==> config.mk <==
export PLATFORM = sky130hd
export DESIGN_NAME = hamming_enc_tx
export DESIGN_NICKNAME = d
export VERILOG_FILES = /design/src/rtl/hamming_enc_tx.sv
export SDC_FILE = /design/constraint.sdc
export NUM_CORES = 1
export LEC_CHECK = 0
export CAP_MARGIN = 25
export CORE_MARGIN = 2
export CORE_UTILIZATION = 54
export CTS_CLUSTER_SIZE = 14
export DETAILED_ROUTE_END_ITERATION = 6
export PLACE_DENSITY = 0.79
export REMOVE_ABC_BUFFERS = 1
export SETUP_SLACK_MARGIN = 0.4
export SLEW_MARGIN = 10
export SYNTH_ARGS = -nofsm -noshare
export SYNTH_HDL_FRONTEND = slang
export SYNTH_SLANG_ARGS = --single-unit
==> constraint.sdc <==
create_clock -name clk -period 4.5 [get_ports clk]
set_input_delay 0.9 -clock clk [delete_from_list [all_inputs] [get_ports clk]]
set_output_delay 0.9 -clock clk [all_outputs]
set_load 0.03 [all_outputs]
==> src/rtl/hamming_enc_tx.sv <==
// Hamming(7,4) transmitter. Each accepted nibble is encoded into a 7-bit
// codeword, optionally has one bit flipped for receiver testing, is buffered
// in a small FIFO, and is sent LSB first as START(0), cw[0..6], STOP(1).
`timescale 1ns/1ps

module hamming_enc_tx #(
  parameter int CLKS_PER_BIT = 1,
  parameter int DEPTH        = 2
) (
  input  logic                     clk,
  input  logic                     rst_n,
  input  logic                     in_valid,
  output logic                     in_ready,
  input  logic [3:0]               in_data,
  input  logic                     inj_en,
  input  logic [2:0]               inj_pos,
  output logic                     tx_serial,
  output logic                     tx_busy,
  output logic [6:0]               cw_out,
  output logic [$clog2(DEPTH):0]   fifo_count
);

  localparam int AW   = $clog2(DEPTH);
  localparam int CNTW = AW + 1;
  localparam int BW   = (CLKS_PER_BIT > 1) ? $clog2(CLKS_PER_BIT) : 1;

  localparam logic [CNTW-1:0] FIFO_FULL = CNTW'(DEPTH);
  localparam logic [BW-1:0]   BIT_LAST  = BW'(CLKS_PER_BIT - 1);

  typedef enum logic [1:0] {
    S_IDLE,
    S_START,
    S_DATA,
    S_STOP
  } state_e;

  // Codeword index i holds Hamming position i+1 (parity at positions 1, 2, 4).
  function automatic logic [6:0] hamming_encode(input logic [3:0] d);
    logic [6:0] cw;
    cw[0] = d[0] ^ d[1] ^ d[3];
    cw[1] = d[0] ^ d[2] ^ d[3];
    cw[2] = d[0];
    cw[3] = d[1] ^ d[2] ^ d[3];
    cw[4] = d[1];
    cw[5] = d[2];
    cw[6] = d[3];
    return cw;
  endfunction

  state_e             state_q,   state_d;
  logic [BW-1:0]      bit_cnt_q, bit_cnt_d;
  logic [2:0]         idx_q,     idx_d;
  logic [6:0]         cw_q,      cw_d;
  logic               tx_q,      tx_d;
  logic [AW-1:0]      wr_ptr_q,  wr_ptr_d;
  logic [AW-1:0]      rd_ptr_q,  rd_ptr_d;
  logic [CNTW-1:0]    count_q,   count_d;
  logic [6:0]         mem_q [DEPTH];

  logic               push;
  logic               pop;
  logic               bit_done;
  logic [6:0]         inj_mask;
  logic [6:0]         push_cw;

  // Ready depends only on occupancy, so a full FIFO simply ignores in_valid.
  assign in_ready = rst_n && (count_q < FIFO_FULL);
  assign push     = in_valid && in_ready;

  // Encode the incoming nibble and apply the optional single-bit flip.
  always_comb begin
    inj_mask = 7'd0;
    if (inj_en && (inj_pos != 3'd7)) begin
      inj_mask = 7'd1 << inj_pos;
    end
    push_cw = hamming_encode(in_data) ^ inj_mask;
  end

  // FIFO pointer and occupancy update; push and pop together leave count alone.
  always_comb begin
    // NOTE: every combinational output gets a default first so no path leaves it unassigned and infers a latch.
    wr_ptr_d = wr_ptr_q;
    rd_ptr_d = rd_ptr_q;
    count_d  = count_q;
    if (push) wr_ptr_d = wr_ptr_q + 1'b1;
    if (pop)  rd_ptr_d = rd_ptr_q + 1'b1;
    case ({push, pop})
      2'b10:   count_d = count_q + 1'b1;
      2'b01:   count_d = count_q - 1'b1;
      default: count_d = count_q;
    endcase
  end

  // Codeword storage: written on push only, contents are don't-care until then.
  always_ff @(posedge clk) begin
    // NOTE: the storage array is deliberately not reset; the pointers and count define validity, and an unreset array maps onto plain RAM.
    if (push) begin
      mem_q[wr_ptr_q] <= push_cw;
    end
  end

  assign bit_done = (bit_cnt_q == BIT_LAST);

  // Framing FSM: next state, bit timing, shifter load and serial bit value.
  always_comb begin
    state_d   = state_q;
    bit_cnt_d = bit_cnt_q;
    idx_d     = idx_q;
    cw_d      = cw_q;
    tx_d      = 1'b1;
    pop       = 1'b0;
    case (state_q)
      S_IDLE: begin
        tx_d = 1'b1;
        if (count_q != '0) begin
          pop       = 1'b1;
          cw_d      = mem_q[rd_ptr_q];
          bit_cnt_d = '0;
          idx_d     = '0;
          state_d   = S_START;
        end
      end
      S_START: begin
        tx_d = 1'b0;
        if (bit_done) begin
          bit_cnt_d = '0;
          idx_d     = '0;
          state_d   = S_DATA;
        end else begin
          bit_cnt_d = bit_cnt_q + 1'b1;
        end
      end
      S_DATA: begin
        tx_d = cw_q[idx_q];
        if (bit_done) begin
          bit_cnt_d = '0;
          if (idx_q == 3'd6) begin
            idx_d   = '0;
            state_d = S_STOP;
          end else begin
            idx_d = idx_q + 1'b1;
          end
        end else begin
          bit_cnt_d = bit_cnt_q + 1'b1;
        end
      end
      S_STOP: begin
        tx_d = 1'b1;
        if (bit_done) begin
          bit_cnt_d = '0;
          idx_d     = '0;
          if (count_q != '0) begin
            pop     = 1'b1;
            cw_d    = mem_q[rd_ptr_q];
            state_d = S_START;
          end else begin
            state_d = S_IDLE;
          end
        end else begin
          bit_cnt_d = bit_cnt_q + 1'b1;
        end
      end
      default: state_d = S_IDLE;
    endcase
  end

  // State, counters, FIFO bookkeeping and the registered serial output.
  always_ff @(posedge clk) begin
    // NOTE: sequential state uses non-blocking assignments so every flop samples pre-edge values regardless of statement order.
    if (!rst_n) begin
      state_q   <= S_IDLE;
      bit_cnt_q <= '0;
      idx_q     <= '0;
      cw_q      <= '0;
      tx_q      <= 1'b1;
      wr_ptr_q  <= '0;
      rd_ptr_q  <= '0;
      count_q   <= '0;
    end else begin
      state_q   <= state_d;
      bit_cnt_q <= bit_cnt_d;
      idx_q     <= idx_d;
      cw_q      <= cw_d;
      tx_q      <= tx_d;
      wr_ptr_q  <= wr_ptr_d;
      rd_ptr_q  <= rd_ptr_d;
      count_q   <= count_d;
    end
  end

  assign tx_serial  = tx_q;
  assign tx_busy    = (state_q != S_IDLE);
  assign cw_out     = cw_q;
  assign fifo_count = count_q;

endmodule

Yosys cells after proc, flatten, opt, wreduce, memory -nomap -nowiden
Memories as Yosys holds them, arrays and structs flattened. A register that Yosys moved wholly into a read port is not among the register bits.
Cells that the tools add are included.
{"block": "totals", "latchBits": 0, "memories": 1, "mem_bits_ro": 0, "in_bits": 11, "register_bits": 18, "mem_bits_rw": 14, "output_inout_bits": 12}
{"memory": "mem_q", "depth": 2, "word_bits": 7, "rd": 1, "rd_clocked_by_memory_dff": 1, "write_ports": 1, "line_no": "58", "source": "logic [6:0] mem_q [DEPTH];"}
{"block": "classes", "addsub": 6, "mul": 0, "order_cmp": 2, "eq_ne": 13, "mux": 30, "n_div": 0, "n_reduce_logical": 14, "bitwise_logic": 7, "shifts": 1}
{"cell": "$mux W7", "n": 3}
{"cell": "$pmux W7 S2", "n": 1}
{"cell": "$mux W3", "n": 4}
{"cell": "$ne A2 B2 Y1 const B", "n": 6}
{"cell": "$mux W1", "n": 10}
{"cell": "$mux W2", "n": 5}
{"cell": "$pmux W3 S3", "n": 1}
{"cell": "$pmux W2 S4", "n": 1}
{"cell": "$reduce_bool A2 Y1", "n": 4}
{"cell": "$shl A1 B3 Y7 const A", "n": 1}
{"cell": "$xor A7 B7 Y7", "n": 1}
{"cell": "$eq A2 B2 Y1 const B", "n": 3}
{"cell": "$xor A1 B1 Y1", "n": 6}
{"cell": "$reduce_and A5 Y1", "n": 1}
{"cell": "$eq A2 B1 Y1 const B", "n": 2}
{"cell": "$lt A3 B4 Y1 const B", "n": 1}
{"cell": "$pmux W1 S2", "n": 2}
{"cell": "$pmux W2 S2", "n": 1}
{"cell": "$reduce_or A2 Y1", "n": 2}
{"cell": "$add A1 B1 Y1 const B", "n": 3}
{"cell": "$add A3 B1 Y3 const B", "n": 1}
{"cell": "$bmux W1 S3", "n": 1}
{"cell": "$eq A3 B3 Y1 const B", "n": 1}
{"cell": "$logic_and A1 B1 Y1", "n": 3}
{"cell": "other kinds (9)", "n": 9}

Depth between registers and ports, before layout
{"block": "depth", "ltp_word": 6, "mapped_depth": 8}

Worst setup path after synthesis
Ideal clock, no wire load.
{"block": "synth_path", "path_kind": "input-to-reg", "start": "in rst_n", "end": "reg count_q[1], in the netlist fifo_count[1]", "setup_time_ns": 0.071, "path_slack_ns": 2.034, "arrival_time_ns": 2.395, "stages": 6, "required_ns": 4.429, "path_buffers": 0, "cell_sequence": "inv_2 > nor2_1 > nand2_1 > ha_1 > or3_1 > a21oi_1"}
{"block": "synth_between", "elab_chain_cells": 4}
{"element": "start: declaration", "line_no": "11", "source": "input logic rst_n,"}
{"element": "$logic_and A1 B1 Y1 *", "line_no": "67", "source": "assign in_ready = rst_n && (count_q < FIFO_FULL);"}
{"element": "via in_ready", "line_no": "13", "source": "output logic in_ready,"}
{"element": "$logic_and A1 B1 Y1 *", "line_no": "68", "source": "assign push = in_valid && in_ready;"}
{"element": "$eq A2 B1 Y1 / $eq A2 B2 Y1 (equally long branches)", "line_no": "87", "source": "case ({push, pop})"}
{"element": "$pmux W2 S2 / $reduce_bool A2 Y1 (equally long branches)"}
{"element": "end signal: assignment", "line_no": "187", "source": "count_q <= count_d;"}
{"element": "end: declaration", "line_no": "57", "source": "logic [CNTW-1:0] count_q, count_d;"}
The timed path passes the listed nets; every way through them passes the cells marked *.
A chain may end at the register's enable or synchronous reset.

Worst setup path after layout
{"block": "layout_path", "start": "in rst_n", "end": "out in_ready"}
{"block": "layout_between", "elab_chain_cells": 1}
{"element": "$logic_and A1 B1 Y1", "line_no": "67"}
{"element": "end: declaration", "line_no": "13"}
Every way passes these cells.

==> impl_metrics.yaml <==
global_route:
  grt_pass1_vias: 1054
  grt_usage_pct: 17.3
  gr-total-overflow: 0
  grt_pass1_wl_mm: 4.44
  grt_max_degree: 19
  antenna_found_initial: 0
floorplan:
  rows: 19
  dieArea_mm2: 0.00346
  die_y_um: 58.9
  num_io_pins: 23
  floorplan.core_area_mm2: 0.00281
  die-width_um: 58.9
  initial_core_util_pct: 57.9
clock_network:
  ctsHoldBuffers: 0
  cts.repair.resized: 0
  cts_buffers: 5
  cts_tree: "done"
  post_cts_buffers: 0
  cts_buffer_depth: 2
  clkLatencyLatePin_ps: 320
  h-tree-depth: 2
  cts-root-buf: "clkbuf_4"
  path_clk_slew_ps: 90
  cts_sinks: 32
synthesis:
  synth-async-reset-ratio_pct: 0
  ys.warnings.count: 0
  syn_inst: 142
  synth_cell_type_count: 39
  synth_seq_area_share_pct: 48.0
  synth_edf_count: 14
  avgSynthCellArea_um2: 11.4
  ys.flop_type: "dfxtp_1"
  synth.area.top_cells: "edfxtp_1 26%, dfxtp_1 22%, mux2i_1 6.8%"
  synth_top_area_share_pct: 25.9
  yosysTopAreaCell: "edfxtp_1"
  syn-cell-area_mm2: 0.00163
  synth-seq-cells: 32
placement:
  hpwl_mm: 2.01
  routabilityCongestion: 0.830
  dpl_cell_area_mm2: 0.00184
  io_buffers: 22
  dp_cells: 189
layout:
  final_cell_mix: "22 x clkdlybuf4s50_1, 18 x dfxtp_1, 16 x nor2_1"
  final_common_cell: "clkdlybuf4s50_1"
  area_delta_synth_final_pct: 17.2
  fin_nets: 182
  antenna_cells: 0
  final_cells: 197
  utilization_pct: 67.9
  drive_above_1_share_pct: 13.3
  final_cell_area_mm2: 0.00191
worst_setup_path:
  critPathMaxStageDelay_ps: 700
  critical_path.max_fanout: 18
  cp.required_ps: 3600
  crit_chain: "clkdlybuf4s50_1 > inv_2 > nor2_1 > clkdlybuf4s50_1"
  worstSetupStartpointType: "input port"
  cp_slowest_cell: "clkdlybuf4s50_1"
  cp_data_arrival_time_ps: 2480
  cpMostUsedCell: "clkdlybuf4s50_1"
  cp-end-kind: "output pin"
  path_class: "in2out"
timing:
  period_share_pct: 75.1
  hold_violations: 0
  finalMaxSlewViolations: 0
  holdWs_ps: 531
  timing.fmax_mhz: 296
  tightest_slew_ps: 532
  max_slew_margin_pct: 64.4
  setup_tns_ps: 0
  skew_ps: 7.35
  rsz0062_at_grt: "no"
  setup_viol: 0
  finalCriticalPeriod_ps: 3380
detailed_routing:
  first_iter_violations: 46
  vias_per_cell: 5.60
  vias: 1104
  antenna_left: 0
  drc: 2
  drt-total-wl_mm: 2.64
  routedWlPerCell_um: 13.4
  drtPass1Iterations: 6
pwr:
  p_leak_nw: 0.682
  power_density_mw_per_mm2: 659
  ir_drop_v: 0.000270
hold_path:
  min_path_type: "reg2reg"
flow_run:
  maxCapViolCount: 0
status:
  violations: "design-rule violations"
  status: "complete, but fails checks"
worst max-delay path: cells and delay by family:
family	cells	cell delay, ps
simple gates	1	190
buf+inv	3	1380
power breakdown:
group,switching (W),total (W),internal (W)
sequential,0.0000778,0.000464,0.000387
combinational,0.000335,0.000611,0.000276
clock,0.0000893,0.000181,0.0000919
stage by stage:
stage / worst slack [ps] / power, W
2_1_floorplan: 1980 / 0.000895
3_5_place_dp: 1140 / 0.00108
4_1_cts: 1130 / 0.00126
6_report: 1120 / 0.00126
5_1_grt: 1070 / 0.00133
3_3_place_gp: 1150 / 0.00106
flip-flops by register name, indices dropped and copies added, names as in the netlist, named ones only:
name,cells
rd_ptr_q,1
state_q,2
tx_serial,1
mem_q,14
wr_ptr_q,1
fifo_count,2
cw_out,7
idx_q,3
cell usage after synthesis (all sizes together) (3+ instances only):
master	n
ha	6
dfxtp	18
nor2b	3
a211oi	9
nor2	19
nand4b	3
edfxtp	14
xor2	4
mux2i	11
nand2	4
o21ai	3
nor3b	3
buf	5
inv	4
a21oi	6
xnor2	12
metal layers:
layer	part of all wire [%]	global-route usage, %	vias to the layer above	wire, µm
met5	0	0	-	0
met4	2.3	11.7	0	61
met3	4.2	4.62	6	112
met2	52	30.3	28	1370
met1	42	17.9	514	1100
li1	-	-	556	-
logic make-up (layout without fill, tap and decap cells):
kind of cell	after synthesis	count (layout)	synth area share, %
adder cells (fa/ha/maj)	6	6	4.62
AO/OA/AOI/OAI	26	26	13.7
multiplexers	11	11	6.77
XOR/XNOR	16	16	8.62
flip-flops	32	32	48.0
buffers and inverters	10	34	3.85
AND/OR/NAND/NOR	41	41	14.4
cell type report:
cell class	instances	area [µm²]
clock buffers	8	68.8
fillers	215	900
inverters	4	15.0
multi-input cells	100	782
flip-flops and latches	32	781
well taps	31	38.8
repair buffers	22	220
final timing paths:
kind,startpoint,endpoint,slack (ps),cells after the start
hold reg to reg,cw_out[1],cw_out[1],530,2
setup reg to reg,state_q[1],fifo_count[1],2220,7
hold / removal,cw_out[1],cw_out[1],530,2
setup / recovery,rst_n,in_ready,1120,4
(Power assumes the default switching activity.)
